## src/rtl/pipe_hazard_ctl.sv

```systemverilog
// pipe_hazard_ctl: destination-tag pipeline driving load-use stall, redirect flush and EX forward selects.
// Build option PIPE_FWD_EN: when defined, forwarding is enabled; when undefined, every in-flight dependency stalls.
module pipe_hazard_ctl #(
  parameter int RA_W     = 5,
  parameter int NPOST    = 3,
  parameter int RESOLVE  = 2,
  parameter int LOAD_RDY = 3,
  parameter int CNT_W    = 16,
  localparam int SEL_W   = $clog2(NPOST + 1)
) (
  input  logic             clk,
  input  logic             rst,
  input  logic             id_valid,
  input  logic [RA_W-1:0]  id_rs,
  input  logic [RA_W-1:0]  id_rt,
  input  logic             id_use_rs,
  input  logic             id_use_rt,
  input  logic             id_wr_en,
  input  logic [RA_W-1:0]  id_wr_reg,
  input  logic             id_is_load,
  input  logic             redirect,
  output logic             stall,
  output logic             flush,
  output logic [SEL_W-1:0] fwd_a_sel,
  output logic [SEL_W-1:0] fwd_b_sel,
  output logic [CNT_W-1:0] stall_cnt,
  output logic [CNT_W-1:0] flush_cnt
);

  // Tag entry k describes the instruction currently in post-ID stage k (1 = EX).
  logic [NPOST:1]   vld_q, vld_d;
  logic [NPOST:1]   wen_q, wen_d;
  logic [NPOST:1]   ld_q, ld_d;
  logic [RA_W-1:0]  wreg_q [1:NPOST];
  logic [RA_W-1:0]  wreg_d [1:NPOST];
  logic [RA_W-1:0]  ex_rs_q, ex_rs_d, ex_rt_q, ex_rt_d;
  logic             ex_urs_q, ex_urs_d, ex_urt_q, ex_urt_d;
  logic [CNT_W-1:0] stall_cnt_q, stall_cnt_d, flush_cnt_q, flush_cnt_d;

  logic             hazard_s;
  logic             stall_s;
  logic             flush_s;
  logic             take_s;
  logic [SEL_W-1:0] fwd_a_s, fwd_b_s;

  function automatic logic match_f(
    input logic            vld,
    input logic            wen,
    input logic [RA_W-1:0] wreg,
    input logic [RA_W-1:0] src,
    input logic            use_src
  );
    return vld & wen & use_src & (wreg == src) & (src != {RA_W{1'b0}});
  endfunction

  assign flush_s = redirect;
  assign take_s  = id_valid & ~stall_s & ~flush_s;

  // ID-stage dependency check against older in-flight producers.
  always_comb begin
    hazard_s = 1'b0;
`ifdef PIPE_FWD_EN
    for (int k = 1; k <= LOAD_RDY - 2; k++) begin
      if (ld_q[k] && (match_f(vld_q[k], wen_q[k], wreg_q[k], id_rs, id_use_rs) ||
                      match_f(vld_q[k], wen_q[k], wreg_q[k], id_rt, id_use_rt))) begin
        hazard_s = 1'b1;
      end else begin
        hazard_s = hazard_s;
      end
    end
`else
    for (int k = 1; k <= NPOST - 1; k++) begin
      if (match_f(vld_q[k], wen_q[k], wreg_q[k], id_rs, id_use_rs) ||
          match_f(vld_q[k], wen_q[k], wreg_q[k], id_rt, id_use_rt)) begin
        hazard_s = 1'b1;
      end else begin
        hazard_s = hazard_s;
      end
    end
`endif
    stall_s = id_valid & ~flush_s & hazard_s;
  end

  // EX operand selects; walking from the oldest stage down leaves the youngest producer.
  always_comb begin
    fwd_a_s = {SEL_W{1'b0}};
    fwd_b_s = {SEL_W{1'b0}};
`ifdef PIPE_FWD_EN
    for (int k = NPOST; k >= 2; k--) begin
      if (!ld_q[k] || (k >= LOAD_RDY)) begin
        if (match_f(vld_q[k], wen_q[k], wreg_q[k], ex_rs_q, ex_urs_q)) begin
          fwd_a_s = SEL_W'(k);
        end else begin
          fwd_a_s = fwd_a_s;
        end
        if (match_f(vld_q[k], wen_q[k], wreg_q[k], ex_rt_q, ex_urt_q)) begin
          fwd_b_s = SEL_W'(k);
        end else begin
          fwd_b_s = fwd_b_s;
        end
      end else begin
        fwd_a_s = fwd_a_s;
        fwd_b_s = fwd_b_s;
      end
    end
`endif
  end

  // Tag advance; a bubble carries no write, load or source-use bits.
  always_comb begin
    vld_d[1]  = take_s;
    wen_d[1]  = id_wr_en & take_s;
    ld_d[1]   = id_is_load & take_s;
    wreg_d[1] = id_wr_reg;
    ex_rs_d   = id_rs;
    ex_rt_d   = id_rt;
    ex_urs_d  = id_use_rs & take_s;
    ex_urt_d  = id_use_rt & take_s;
    for (int k = 2; k <= NPOST; k++) begin
      // Entries younger than the resolving stage are squashed as they advance.
      vld_d[k]  = vld_q[k-1] & ~(flush_s & ((k - 1) < RESOLVE));
      wen_d[k]  = wen_q[k-1];
      ld_d[k]   = ld_q[k-1];
      wreg_d[k] = wreg_q[k-1];
    end
  end

  // Saturating event counters.
  always_comb begin
    stall_cnt_d = stall_cnt_q;
    flush_cnt_d = flush_cnt_q;
    if (stall_s && !(&stall_cnt_q)) begin
      stall_cnt_d = stall_cnt_q + {{(CNT_W-1){1'b0}}, 1'b1};
    end else begin
      stall_cnt_d = stall_cnt_q;
    end
    if (flush_s && !(&flush_cnt_q)) begin
      flush_cnt_d = flush_cnt_q + {{(CNT_W-1){1'b0}}, 1'b1};
    end else begin
      flush_cnt_d = flush_cnt_q;
    end
  end

  // State registers with synchronous reset.
  always_ff @(posedge clk) begin
    if (rst) begin
      vld_q       <= {NPOST{1'b0}};
      wen_q       <= {NPOST{1'b0}};
      ld_q        <= {NPOST{1'b0}};
      ex_rs_q     <= {RA_W{1'b0}};
      ex_rt_q     <= {RA_W{1'b0}};
      ex_urs_q    <= 1'b0;
      ex_urt_q    <= 1'b0;
      stall_cnt_q <= {CNT_W{1'b0}};
      flush_cnt_q <= {CNT_W{1'b0}};
      for (int k = 1; k <= NPOST; k++) begin
        wreg_q[k] <= {RA_W{1'b0}};
      end
    end else begin
      vld_q       <= vld_d;
      wen_q       <= wen_d;
      ld_q        <= ld_d;
      ex_rs_q     <= ex_rs_d;
      ex_rt_q     <= ex_rt_d;
      ex_urs_q    <= ex_urs_d;
      ex_urt_q    <= ex_urt_d;
      stall_cnt_q <= stall_cnt_d;
      flush_cnt_q <= flush_cnt_d;
      for (int k = 1; k <= NPOST; k++) begin
        wreg_q[k] <= wreg_d[k];
      end
    end
  end

`ifndef PIPE_FWD_EN
  // Without forwarding the EX sources, load flags and oldest entry are not consulted.
  logic unused_s;
  assign unused_s = ^{vld_q[NPOST], wen_q[NPOST], wreg_q[NPOST], ld_q,
                      ex_rs_q, ex_rt_q, ex_urs_q, ex_urt_q};
`endif

  assign stall     = stall_s;
  assign flush     = flush_s;
  assign fwd_a_sel = fwd_a_s;
  assign fwd_b_sel = fwd_b_s;
  assign stall_cnt = stall_cnt_q;
  assign flush_cnt = flush_cnt_q;

endmodule
```

## config.mk

```make
export PLATFORM = sky130hd
export DESIGN_NAME = pipe_hazard_ctl
export DESIGN_NICKNAME = d
export VERILOG_FILES = /design/src/rtl/pipe_hazard_ctl.sv
export SDC_FILE = /design/constraint.sdc
export NUM_CORES = 1
export LEC_CHECK = 0
export BUFFER_PORTS_ARGS = -buffer_cell sky130_fd_sc_hd__buf_2
export CAP_MARGIN = 20
export CORE_MARGIN = 3
export CORE_UTILIZATION = 30
export DETAILED_ROUTE_END_ITERATION = 10
export PLACE_DENSITY_LB_ADDON = 0.1
export SYNTH_ARGS = -nofsm -noshare
export SYNTH_HDL_FRONTEND = slang
export SYNTH_SLANG_ARGS = --single-unit
```

## constraint.sdc

```tcl
create_clock -name clk -period 2.85 [get_ports clk]
set_clock_uncertainty 0.05 [all_clocks]
set_input_delay 0.57 -clock clk [delete_from_list [all_inputs] [get_ports clk]]
set_output_delay 0.57 -clock clk [all_outputs]
set_load 0.01 [all_outputs]
```

* Word-level counts from Yosys, hierarchy flattened
Memories as Yosys holds them, arrays and structs flattened.
Cells that the tools add are included.
** Operators by class
- Add/sub/neg operators :: 2
- Equal/unequal tests :: 4
- Mux-type cells :: 8
- Bitwise logic cells :: 25
- Reductions and logical operators :: 10
** Operators with widths (count)
- adder 16 x 1 -> 16 bit, second input constant :: 2
- AND reduction 16 bit :: 2
- bitwise AND 1 bit :: 20
- == test 5 bit :: 4
- two-way mux 5 bit :: 3
- nonzero test 5 bit :: 2
- two-way mux 1 bit :: 5
- OR 1 bit :: 3
- logical AND 1 bit :: 2
- zero test 1 bit :: 2
- logical OR 1 bit :: 2
- inverter 1 bit :: 2
** Word-level totals
- Register bits after elaboration :: 36
- Bits in writable memories :: 15
- Input port bits :: 23
- Output and inout bits :: 38
- Logic and storage cells :: 54
- Memories :: 1
** Memory list
- wreg_q :: depth 3, width 5, read ports 2, clocked after Yosys merged registers in 0, wr ports 3, line 34 : logic [RA_W-1:0] wreg_q [1:NPOST];

* Depth between registers and ports, before layout
Gate-level depths: netlist of the first run.
- Depth in word-level cells :: 12
- Mapped depth :: 8
- Depth with buffers taken out :: 7

* Worst setup path before layout of the first run
OpenSTA, ideal clock, no wires.
- Path kind :: in2out
- Start point :: input id_rs[0]
- End point :: output stall
- Arrival :: 1753 ps
- Data required time :: 2230 ps
- Setup slack :: 477 ps
- Stages :: 5
- Path buffers :: 1
- Cells stage by stage :: or4_1 o21ai_0 o22a_1 buf_4 nor2_1
** On the way
- Longest elaborated chain between the ends :: 7
- Elaborated cells on any way between the ends :: 12
- Classes of those cells :: eq/ne (2); mux (2); bitwise (5); reduce/logical (3)
** Ends and longest elaborated chain
- start: declaration :: line 14 : input logic [RA_W-1:0] id_rs,
- == test 5 bit :: line 53 : return vld & wen & use_src & (wreg == src) & (src != {RA_W{1'b0}});
- bitwise AND 1 bit (2 in a row) :: line 53
- logical OR 1 bit :: line 73 : if (match_f(vld_q[k], wen_q[k], wreg_q[k], id_rs, id_use_rs) ||
- two-way mux 1 bit :: line 73
- two-way mux 1 bit * :: line 73
- bitwise AND 1 bit * :: line 81 : stall_s = id_valid & ~flush_s & hazard_s;
- end: declaration :: line 22 : output logic stall,
Mark *: on every way between the ends. The rest lies on a longest branch, timed or not.

* Worst setup path after layout of the first run
Ends and elaborated chain as after synthesis.

==> summary.txt, run 1 <==
Synth
  • Synth unique cells: 37
  • Cell Area, Synth: approximately 2300 um2
  • Dominant cell type by area after synthesis: dfxtp_1
  • Gate Count Post-Synth: approximately 270
  • Syn. warnings: 0
  • #FFs+latches synth: 46
  • Sequential area share after synthesis: about 40%
  • Post-synth top area share: 40.1%
  • Synth area leaders: dfxtp_1 40%, xor2_1 11%, nor2b_1 5.5%, nor2_1 4.4%, mux2_2 3.4%
  • Mean post-synth cell area: between 8 and 9 um2

Pwr
  • Pwr dens: 423 nW/um2
  • Peak VDD IR: 0.152 mV
  • Cell leakage power: roughly 0.0011 uW
  • Total power: between 1000 and 1500 uW

Floorplanning
  • Site row count: 31
  • Core area: roughly 7300 um2
  • Die area: just under 9000 um2
  • Die outline height: roughly 93 um
  • Die Width: 93.5 um
  • Initial Utilization: 31.3%
  • # IOs: between 60 and 70

Min path
  • Worst hold stages: 1
  • Min-Delay Path Class: reg2reg

Drt
  • DR DRC count: 0
  • DRT Wirelength: between 5000 and 6000 um
  • Initial drt markers: 45
  • Drt via density: ~4.8
  • Number of vias in the routed layout: just over 2000
  • Routed Antenna Nets: 0
  • Routed length per instance: roughly 13 um
  • First-pass DRT Iterations: 4

Worst setup path
  • Worst endpoint required time: ~2.2 ns
  • Slowest CP cell: or4_1
  • Worst setup EP type: output pin
  • Worst Reg-to-Reg Cells: 6
  • CP Data Arrival Time: a little over 2 ns
  • Critical path's top delay family: compound AO/OA/AOI/OAI gates
  • WP depth: 6
  • Critical path buffer and inverter count: 2
  • Startpoint types: primary input
  • Critical Path Max Stage Delay: approximately 0.52 ns
  • Most used cell, CP: buf_2
  • CP Class: in2out
  • Crit path max fanout: 4
  • CP cell instances: buf_2, or4_1, o21ai_0, o22a_1, nor2_1, buf_2

Timing
  • Max transition margin: around a third
  • Tcrit/Tclk final: between 90% and 100%
  • Setup TNS: 0 ns
  • Min cycle time layout: ~2.7 ns
  • Least-Margin Pin Slew: 0.977 ns
  • Final setup vio count: 0
  • FMAX: about 0.38 GHz
  • RSZ-0062 raised after global routing: false
  • Final hold viol count: 0
  • Final Slew Violations: 0

Clock tree
  • CTS sink count: 46
  • Post-CTS resize count: 0
  • Clock slew at reported path FFs: 0.08 ns
  • Bufs on Longest Clock Path: 2
  • H-tree level count: 2
  • Cts hold-fix bufs: 0
  • CTS tree: done
  • Number of buffers created by CTS: 5
  • # Post-CTS Setup Buffers: 0
  • Worst-Skew Late Latency: ~0.29 ns
  • Root Buffer: clkbuf_8

Global route
  • Vias in the first global route: between 1500 and 2000
  • Largest net degree at the start of global routing: 55
  • Overflow after GRT: 0
  • Top Usage Layer GRT: met2
  • GR Util met3: under 10%
  • GRT Total Usage: approximately an eighth
  • GR Util met2: 19.5%
  • Initial antenna violation count: 0
  • M1 GR Usage: 17.8%
  • First-pass GRT wire length: 8970 um

Layout
  • Layout cells sized above 1: 23.4%
  • Area growth syn-to-layout: 19.4%
  • Ant diodes: 0
  • Layout fillers: a little under 800
  • Final net count: around 340
  • Design Area, Final: 2740 um2

Outcome
  • Status: finished clean

Placed design
  • DP Area: between 2000 and 3000 um2
  • Port Buf Inserts: between 50 and 60
  • Detailed-placement wirelength estimate: 3950 um
  • Global placement routability congestion: 0.710

Run
  • Max cap viols: 0
## sequential cells by signal (all words and copies together), names as in the netlist
| signal | count |
|---|---|
| wreg_q | 10 |
| vld_q | 2 |
| flush_cnt | 16 |
| wen_q | 2 |
| stall_cnt | 16 |
## logic make-up (layout without fill, tap and decap cells)
kind of cell | after synthesis | count (layout) | share of synthesized area, %
compound gates | 29 | 29 | 7.91
xor+xnor | 33 | 33 | 12.6
fa+ha+maj | 2 | 2 | 1.09
buf+inv | 18 | 69 | 3.93
flops | 46 | 46 | 40.1
mux | 7 | 7 | 3.44
other cells | 1 | 4 | 0.163
simple gates | 130 | 130 | 30.8
## synthesized netlist by cell type
| cell type | n |
|---|---|
| a21oi_1 | 8 |
| a22oi_1 | 2 |
| a311oi_1 | 1 |
| a31oi_1 | 1 |
| and2_1 | 3 |
| and3_1 | 5 |
| and4_1 | 6 |
| buf_4 | 6 |
| clkbuf_1 | 9 |
| conb_1 | 1 |
| dfxtp_1 | 46 |
| ha_1 | 2 |
| inv_1 | 3 |
| mux2_2 | 7 |
| nand2_1 | 19 |
| nand2b_1 | 2 |
| nand3_1 | 13 |
| nand3b_1 | 1 |
| nand4_1 | 8 |
| nor2_1 | 27 |
| nor2b_1 | 20 |
| nor3_1 | 6 |
| nor3b_1 | 1 |
| nor4_1 | 7 |
| o21a_1 | 1 |
| o21ai_0 | 8 |
| o21bai_1 | 1 |
| o22a_1 | 1 |
| o22ai_1 | 1 |
| o31ai_1 | 4 |
| o32a_2 | 1 |
| or2_2 | 2 |
| or3_1 | 1 |
| or4_1 | 8 |
| or4b_1 | 1 |
| xnor2_1 | 5 |
| xor2_1 | 28 |
## cells in the final DEF, fill, tap and decap left out, drive strengths merged, types with 4 or more instances in the layout
master,instances
a21oi,8
xor2,28
nand3,13
nor3,6
buf,58
dfxtp,46
and4,6
nand2,19
conb,4
nor2b,20
nand4,8
nor2,27
and3,5
o31ai,4
o21ai,8
clkbuf,7
xnor2,5
or4,8
mux2,7
nor4,7
## worst reg2reg max path, stage by stage, from the launching register on
cell     delay [ns]
dfxtp_1        0.44
and4_1         0.30
nand4_1        0.15
or4b_1         0.49
o32a_2         0.27
nor3_1         0.23
mux2_2         0.36
## metal layers
layer	part of all wire, %	routed length [um]
met1	52	2830
met2	43	2340
met3	5.2	288
met4	0.47	26
met5	0	0
## stage by stage
stage / util [%] / setup slack, ns / instances / hold slack (ns)
finish: 37.4 / 0.191 / 419 / 0.417
global placement: 36.1 / 0.163 / 411 / 0.395
floorplan: - / 0.477 / 269 / 0.388
CTS: 37.4 / 0.170 / 419 / 0.419
detailed placement: 36.1 / 0.134 / 411 / 0.409
global route: 37.4 / 0.0400 / 419 / 0.414
## final timing paths
kind / slack [ns] / from / end
worst max-delay path: 0.19 / id_rs[0] / stall
worst min-delay path: 0.42 / wen_q[1] / wen_q[2]
worst max register to register: 0.46 / stall_cnt[2] / stall_cnt[15]
worst min register to register: 0.42 / wen_q[1] / wen_q[2]
## power breakdown
part	switching, uW	internal, uW	leakage (uW)
clock network	209	196	0.0000482
logic	52.0	37.6	0.000728
registers	10.1	653	0.000373
## area by class of cell
| type | instances | area, um2 | share of cell area [%] |
|---|---|---|---|
| well taps | 99 | 124 | 4.52 |
| multi-input cells | 205 | 1290 | 47.3 |
| clock inverters | 1 | 5.00 | 0.183 |
| clock buffers | 7 | 86.3 | 3.15 |
| repair buffers | 58 | 298 | 10.9 |
| flip-flops and latches | 46 | 921 | 33.6 |
| inverters | 3 | 11.3 | 0.411 |
Power figures use the tool's default switching activity.
==> run 2: changes to the inputs <==
--- a/config.mk
+++ b/config.mk
@@ -5,9 +5,11 @@
 export SDC_FILE = /design/constraint.sdc
 export NUM_CORES = 1
 export LEC_CHECK = 0
+export ABC_CLOCK_PERIOD_IN_PS = 2850
 export BUFFER_PORTS_ARGS = -buffer_cell sky130_fd_sc_hd__buf_2
 export CAP_MARGIN = 20
-export CORE_MARGIN = 3
+export CELL_PAD_IN_SITES_DETAIL_PLACEMENT = 0
+export CELL_PAD_IN_SITES_GLOBAL_PLACEMENT = 2
 export CORE_UTILIZATION = 30
 export DETAILED_ROUTE_END_ITERATION = 10
 export PLACE_DENSITY_LB_ADDON = 0.1
==> summary.txt, run 2 (synthesis results as in run 1) <==
Worst setup path
  • CP Data Arrival Time: 1.97 ns (-0.07 ns)
  • Worst endpoint required time: 2.23 ns (about the same)
  • Most used cell, CP: buf_2
  • Startpoint types: primary input
  • CP cell instances: buf_2, or4_1, o21ai_0, o22a_1, nor2_1, buf_2
  • Crit path max fanout: 3 (-1)
  • Worst setup EP type: output pin
  • CP Class: in2out
  • Worst Setup SP: id_rt[0]
  • Slowest CP cell: or4_1
  • Critical Path Max Stage Delay: 0.52 ns (about the same)
  • Reg2reg start: stall_cnt[2]

Clock tree
  • Cts hold-fix bufs: 0 (unchanged)
  • Bufs on Longest Clock Path: 2 (unchanged)
  • Number of buffers created by CTS: 5 (unchanged)
  • H-tree level count: 2 (unchanged)
  • # Post-CTS Setup Buffers: 0 (unchanged)
  • CTS sink count: 46 (unchanged)
  • CTS tree: done
  • Post-CTS resize count: 0 (unchanged)
  • Worst-Skew Late Latency: 0.30 ns (about the same)
  • Root Buffer: clkbuf_8
  • Clock slew at reported path FFs: 0.09 ns (about the same)

Global route
  • Largest net degree at the start of global routing: 55 (unchanged)
  • Vias in the first global route: 1739 (-9.3%)
  • GR Util met2: 22.9% (+3.4 points)
  • GR Util met3: 4.25% (+1.3 points)
  • GRT Total Usage: 14.5% (+1.8 points)
  • M1 GR Usage: 19.4% (+1.5 points)
  • First-pass GRT wire length: 8670 um (-3.3%)
  • Top Usage Layer GRT: met2
  • Initial antenna violation count: 0 (unchanged)
  • Overflow after GRT: 0 (unchanged)

Timing
  • Least-Margin Pin Slew: 0.980 ns (+0.00336 ns)
  • FMAX: 0.386 GHz (+2.6%)
  • Min cycle time layout: 2.59 ns (-0.0662 ns)
  • Setup TNS: 0 ns (unchanged)
  • Final setup vio count: 0 (unchanged)
  • Final hold viol count: 0 (unchanged)
  • Tcrit/Tclk final: 91.0% (-2.3 points)
  • Final hold slack: 0.422 ns (+0.00466 ns)
  • Final Slew Violations: 0 (unchanged)
  • Max transition margin: 34.6% (-0.22 points)
  • RSZ-0062 raised after global routing: false

Drt
  • Initial drt markers: 82 (+82%)
  • DRT Wirelength: 5580 um (+1.7%)
  • Number of vias in the routed layout: 1966 (-2.3%)
  • Drt via density: 4.71 (-1.9%)
  • DR DRC count: 0 (unchanged)
  • First-pass DRT Iterations: 4 (unchanged)
  • Routed length per instance: 13.4 um (+2.2%)
  • Routed Antenna Nets: 0 (unchanged)

Placed design
  • Detailed-placement wirelength estimate: 4010 um (+1.4%)
  • Port Buf Inserts: 55 (unchanged)
  • Post-Place Cells: 411 (unchanged)
  • Global placement routability congestion: 0.712 (+0.30%)

Layout
  • Final net count: 344 (unchanged)
  • Highest-count cells in the layout ignoring fill and taps: 55 x buf_2, 46 x dfxtp_1, 28 x xor2_1
  • Most common cell after layout, fill and taps aside: buf_2
  • Post-layout util: 37.3% (-0.12 points)
  • Ant diodes: 0 (unchanged)
  • Area growth syn-to-layout: 19.0%
  • Cell Count, Final, Fillers Out: 417 (-0.48%)
  • Layout cells sized above 1: 23.3% (-0.17 points)

Pwr
  • Cell leakage power: 0.00115 uW (-0.39%)
  • Pwr dens: 421 nW/um2 (-0.35%)
  • Total power: 1150 uW (-0.67%)
  • Peak VDD IR: 0.215 mV (+41%)

Min path
  • HP Start: id_wr_en
  • Min-Delay Path Class: in2reg

Floorplanning
  • Core area: 7330 um2 (unchanged)
  • Initial Utilization: 31.3% (unchanged)
  • # IOs: 61 (unchanged)
  • Die area: 8000 um2 (-8.4%)
  • Die Width: 89.5 um (-4.3%)
  • Site row count: 31 (unchanged)
  • Die outline height: 89.5 um (-4.3%)

Outcome
  • Status: finished clean

Run
  • Max cap viols: 0 (unchanged)
-- run 2: changes by cell type in the layout (fill, tap and decap cells not counted) --
cell	change
clkinv_2	-1
clkbuf_1	-1
-- run 2: per-layer routing --
metal | vias to the layer above | wire, um
met3 | 2 | 266
met5 | - | 0
met4 | 0 | 34
met2 | 44 | 2530
li1 | 1030 | -
met1 | 890 | 2740
-- run 2: through the flow --
stage / instance area (um2) / setup WS, ns
floorplan: 2310 / 0.477
finish: 2730 / 0.258
detailed placement: 2650 / 0.191
global route: 2730 / 0.101
CTS: 2730 / 0.233
global placement: 2650 / 0.188
-- run 2: worst max-delay path: cells and delay by family --
| family | cells | cell delay [ns] |
|---|---|---|
| compound gates | 2 | 0.57 |
| simple gates | 2 | 0.56 |
| buf+inv | 2 | 0.27 |
-- run 2: power by group --
| part | internal, uW | switching [uW] |
|---|---|---|
| Sequential | 653 | 10.1 |
| Clock | 188 | 211 |
| Combinational | 36.6 | 51.7 |
-- run 2: final timing paths --
| path | endpoint | slack (ns) | cells after the start |
|---|---|---|---|
| worst max-delay path | stall | 0.26 | 6 |
| worst min register to register | wen_q[2] | 0.42 | 1 |
| worst min-delay path | wen_q[1] | 0.42 | 2 |
| worst max register to register | stall_cnt[15] | 0.49 | 6 |
-- run 2: final cells by class --
class	instances	area [um2]
Clock buffer	6	82.6
Fill cell	774	4600
Inverter	3	11.3
Multi-Input combinational cell	205	1290
Sequential cell	46	921
Tap cell	99	124
Timing Repair Buffer	58	298
==> run 3: changes to the inputs <==
--- a/config.mk
+++ b/config.mk
@@ -8,8 +8,8 @@
 export ABC_CLOCK_PERIOD_IN_PS = 2850
 export BUFFER_PORTS_ARGS = -buffer_cell sky130_fd_sc_hd__buf_2
 export CAP_MARGIN = 20
-export CELL_PAD_IN_SITES_DETAIL_PLACEMENT = 0
-export CELL_PAD_IN_SITES_GLOBAL_PLACEMENT = 2
+export CELL_PAD_IN_SITES_DETAIL_PLACEMENT = 1
+export CELL_PAD_IN_SITES_GLOBAL_PLACEMENT = 1
 export CORE_UTILIZATION = 30
 export DETAILED_ROUTE_END_ITERATION = 10
 export PLACE_DENSITY_LB_ADDON = 0.1
==> summary.txt, run 3 (synthesis results as in run 1) <==
Placed design
  • Port Buf Inserts: 55 (unchanged)
  • Detailed-placement wirelength estimate: 4210 um (+5.0%)
  • Post-Place Cells: 412 (+0.24%)
  • Global placement routability congestion: 0.803 (+13%)

Timing
  • Final setup vio count: 0 (unchanged)
  • Max transition margin: 34.8% (+0.13 points)
  • RSZ-0062 raised after global routing: false
  • Least-Margin Pin Slew: 0.979 ns (-0.00194 ns)
  • FMAX: 0.379 GHz (-1.6%)
  • Final Slew Violations: 0 (unchanged)
  • Setup TNS: 0 ns (unchanged)
  • Tcrit/Tclk final: 92.5% (+1.5 points)
  • Min cycle time layout: 2.64 ns (+0.0428 ns)
  • Final hold viol count: 0 (unchanged)

Min path
  • Min-Delay Path Class: reg2reg

Floorplanning
  • # IOs: 61 (unchanged)
  • Core area: 7330 um2 (unchanged)
  • Die area: 8000 um2 (unchanged)
  • Site row count: 31 (unchanged)
  • Die Width: 89.5 um (unchanged)
  • Initial Utilization: 31.3% (unchanged)
  • Die outline height: 89.5 um (unchanged)

Layout
  • Area occupied by multi-input gates: 1290 um2 (unchanged)
  • Register area: 921 um2 (unchanged)
  • Most common cell after layout, fill and taps aside: buf_2
  • Cell Count, Final, Fillers Out: 420 (+0.72%)
  • Area growth syn-to-layout: 20.4%
  • Highest-count cells in the layout ignoring fill and taps: 55 x buf_2, 46 x dfxtp_1, 28 x xor2_1
  • Post-layout util: 37.7% (+0.43 points)
  • Ant diodes: 0 (unchanged)
  • Layout fillers: 910 (+18%)
  • Layout cells sized above 1: 23.4% (+0.094 points)
  • Final net count: 345 (+0.29%)

Pwr
  • Total power: 1240 uW (+8.1%)
  • Switching share of power: 23.2% (-0.53 points)
  • Peak VDD IR: 0.163 mV (-24%)
  • Clock power share: 39.2% (+4.5 points)
  • Cell leakage power: 0.00116 uW (+1.2%)
  • Switching pwr: 288 uW (+5.7%)
  • Int Power: 955 uW (+8.8%)
  • Logic pwr share: 7.4% (-0.3 points)
  • Sequential power share: 53.4% (-4.3 points)
  • Pwr dens: 450 nW/um2 (+6.8%)

Worst setup path
  • Critical path buffer and inverter count: 2 (unchanged)
  • Critical Path Max Stage Delay: 0.52 ns (about the same)
  • CP Class: in2out
  • Worst setup EP type: output pin
  • Most used cell, CP: buf_2
  • Crit path max fanout: 4 (+1)
  • Worst endpoint required time: 2.23 ns (about the same)
  • Critical path's top delay family: simple AND/OR/NAND/NOR gates
  • Slowest CP cell: or4_1
  • CP cell instances: buf_2, or4_1, o21ai_0, o22a_1, nor2_1, buf_2
  • CP Data Arrival Time: 2.02 ns (+0.05 ns)
  • Startpoint types: primary input

Clock tree
  • H-tree level count: 2 (unchanged)
  • CTS tree: done
  • # Post-CTS Setup Buffers: 0 (unchanged)
  • Clock slew at reported path FFs: 0.08 ns (about the same)
  • Root Buffer: clkbuf_8
  • Cts hold-fix bufs: 0 (unchanged)
  • Number of buffers created by CTS: 5 (unchanged)
  • Post-CTS resize count: 0 (unchanged)
  • CTS sink count: 46 (unchanged)
  • Bufs on Longest Clock Path: 2 (unchanged)
  • Worst-Skew Late Latency: 0.30 ns (about the same)

Drt
  • DRT Wirelength: 5760 um (+3.3%)
  • Number of vias in the routed layout: 2052 (+4.4%)
  • Drt via density: 4.89 (+3.6%)
  • First-pass DRT Iterations: 4 (unchanged)
  • Routed Antenna Nets: 0 (unchanged)
  • Routed length per instance: 13.7 um (+2.6%)
  • Initial drt markers: 47 (-43%)
  • DR DRC count: 0 (unchanged)

Global route
  • GRT Total Usage: 15.4% (+0.96 points)
  • First-pass GRT wire length: 9450 um (+9.0%)
  • Overflow after GRT: 0 (unchanged)
  • Initial antenna violation count: 0 (unchanged)
  • Largest net degree at the start of global routing: 55 (unchanged)
  • Vias in the first global route: 2024 (+16%)

Outcome
  • Status: finished clean

Run
  • Max cap viols: 0 (unchanged)
run 3: cell type report:
cell class / count / area share (%)
repair buffers: 59 / 11.1
clock inverters: 1 / 1.09
well taps: 99 / 4.48
multi-input cells: 205 / 46.9
flip-flops and latches: 46 / 33.3
inverters: 3 / 0.408
clock buffers: 7 / 2.76
run 3: final timing paths:
kind	startpoint	end	slack (ns)	cells after the start
setup / recovery	id_rt[0]	stall	0.21	6
setup reg to reg	wreg_q[2][3]	stall_cnt[5]	0.45	7
hold / removal	wen_q[1]	wen_q[2]	0.42	1
hold reg to reg	wen_q[1]	wen_q[2]	0.42	1
run 3: metrics by stage:
stage / worst slack [ns] / area [um2] / hold WS [ns]
finish: 0.215 / 2760 / 0.421
global route: 0.101 / 2760 / 0.420
CTS: 0.195 / 2760 / 0.420
detailed placement: 0.0495 / 2660 / 0.411
global placement: 0.171 / 2660 / 0.394
floorplan: 0.477 / 2310 / 0.388
run 3: per-layer routing:
metal  part of all wire, %  global-route usage [%]  vias up
li1                      -                       -     1039
met1                    48                    20.1      965
met2                    46                    25.3       42
met3                   4.1                    3.51        6
met4                   1.1                    4.91        0
met5                     0                       0        -
run 3: power groups by stage:
stage	combinational (uW)	clock [uW]	sequential [uW]
2_1_floorplan	57.3	0	678
3_5_place_dp	93.5	0	679
3_3_place_gp	92.4	0	679
6_report	91.7	488	663
4_1_cts	94.2	512	664
5_1_grt	105	531	665
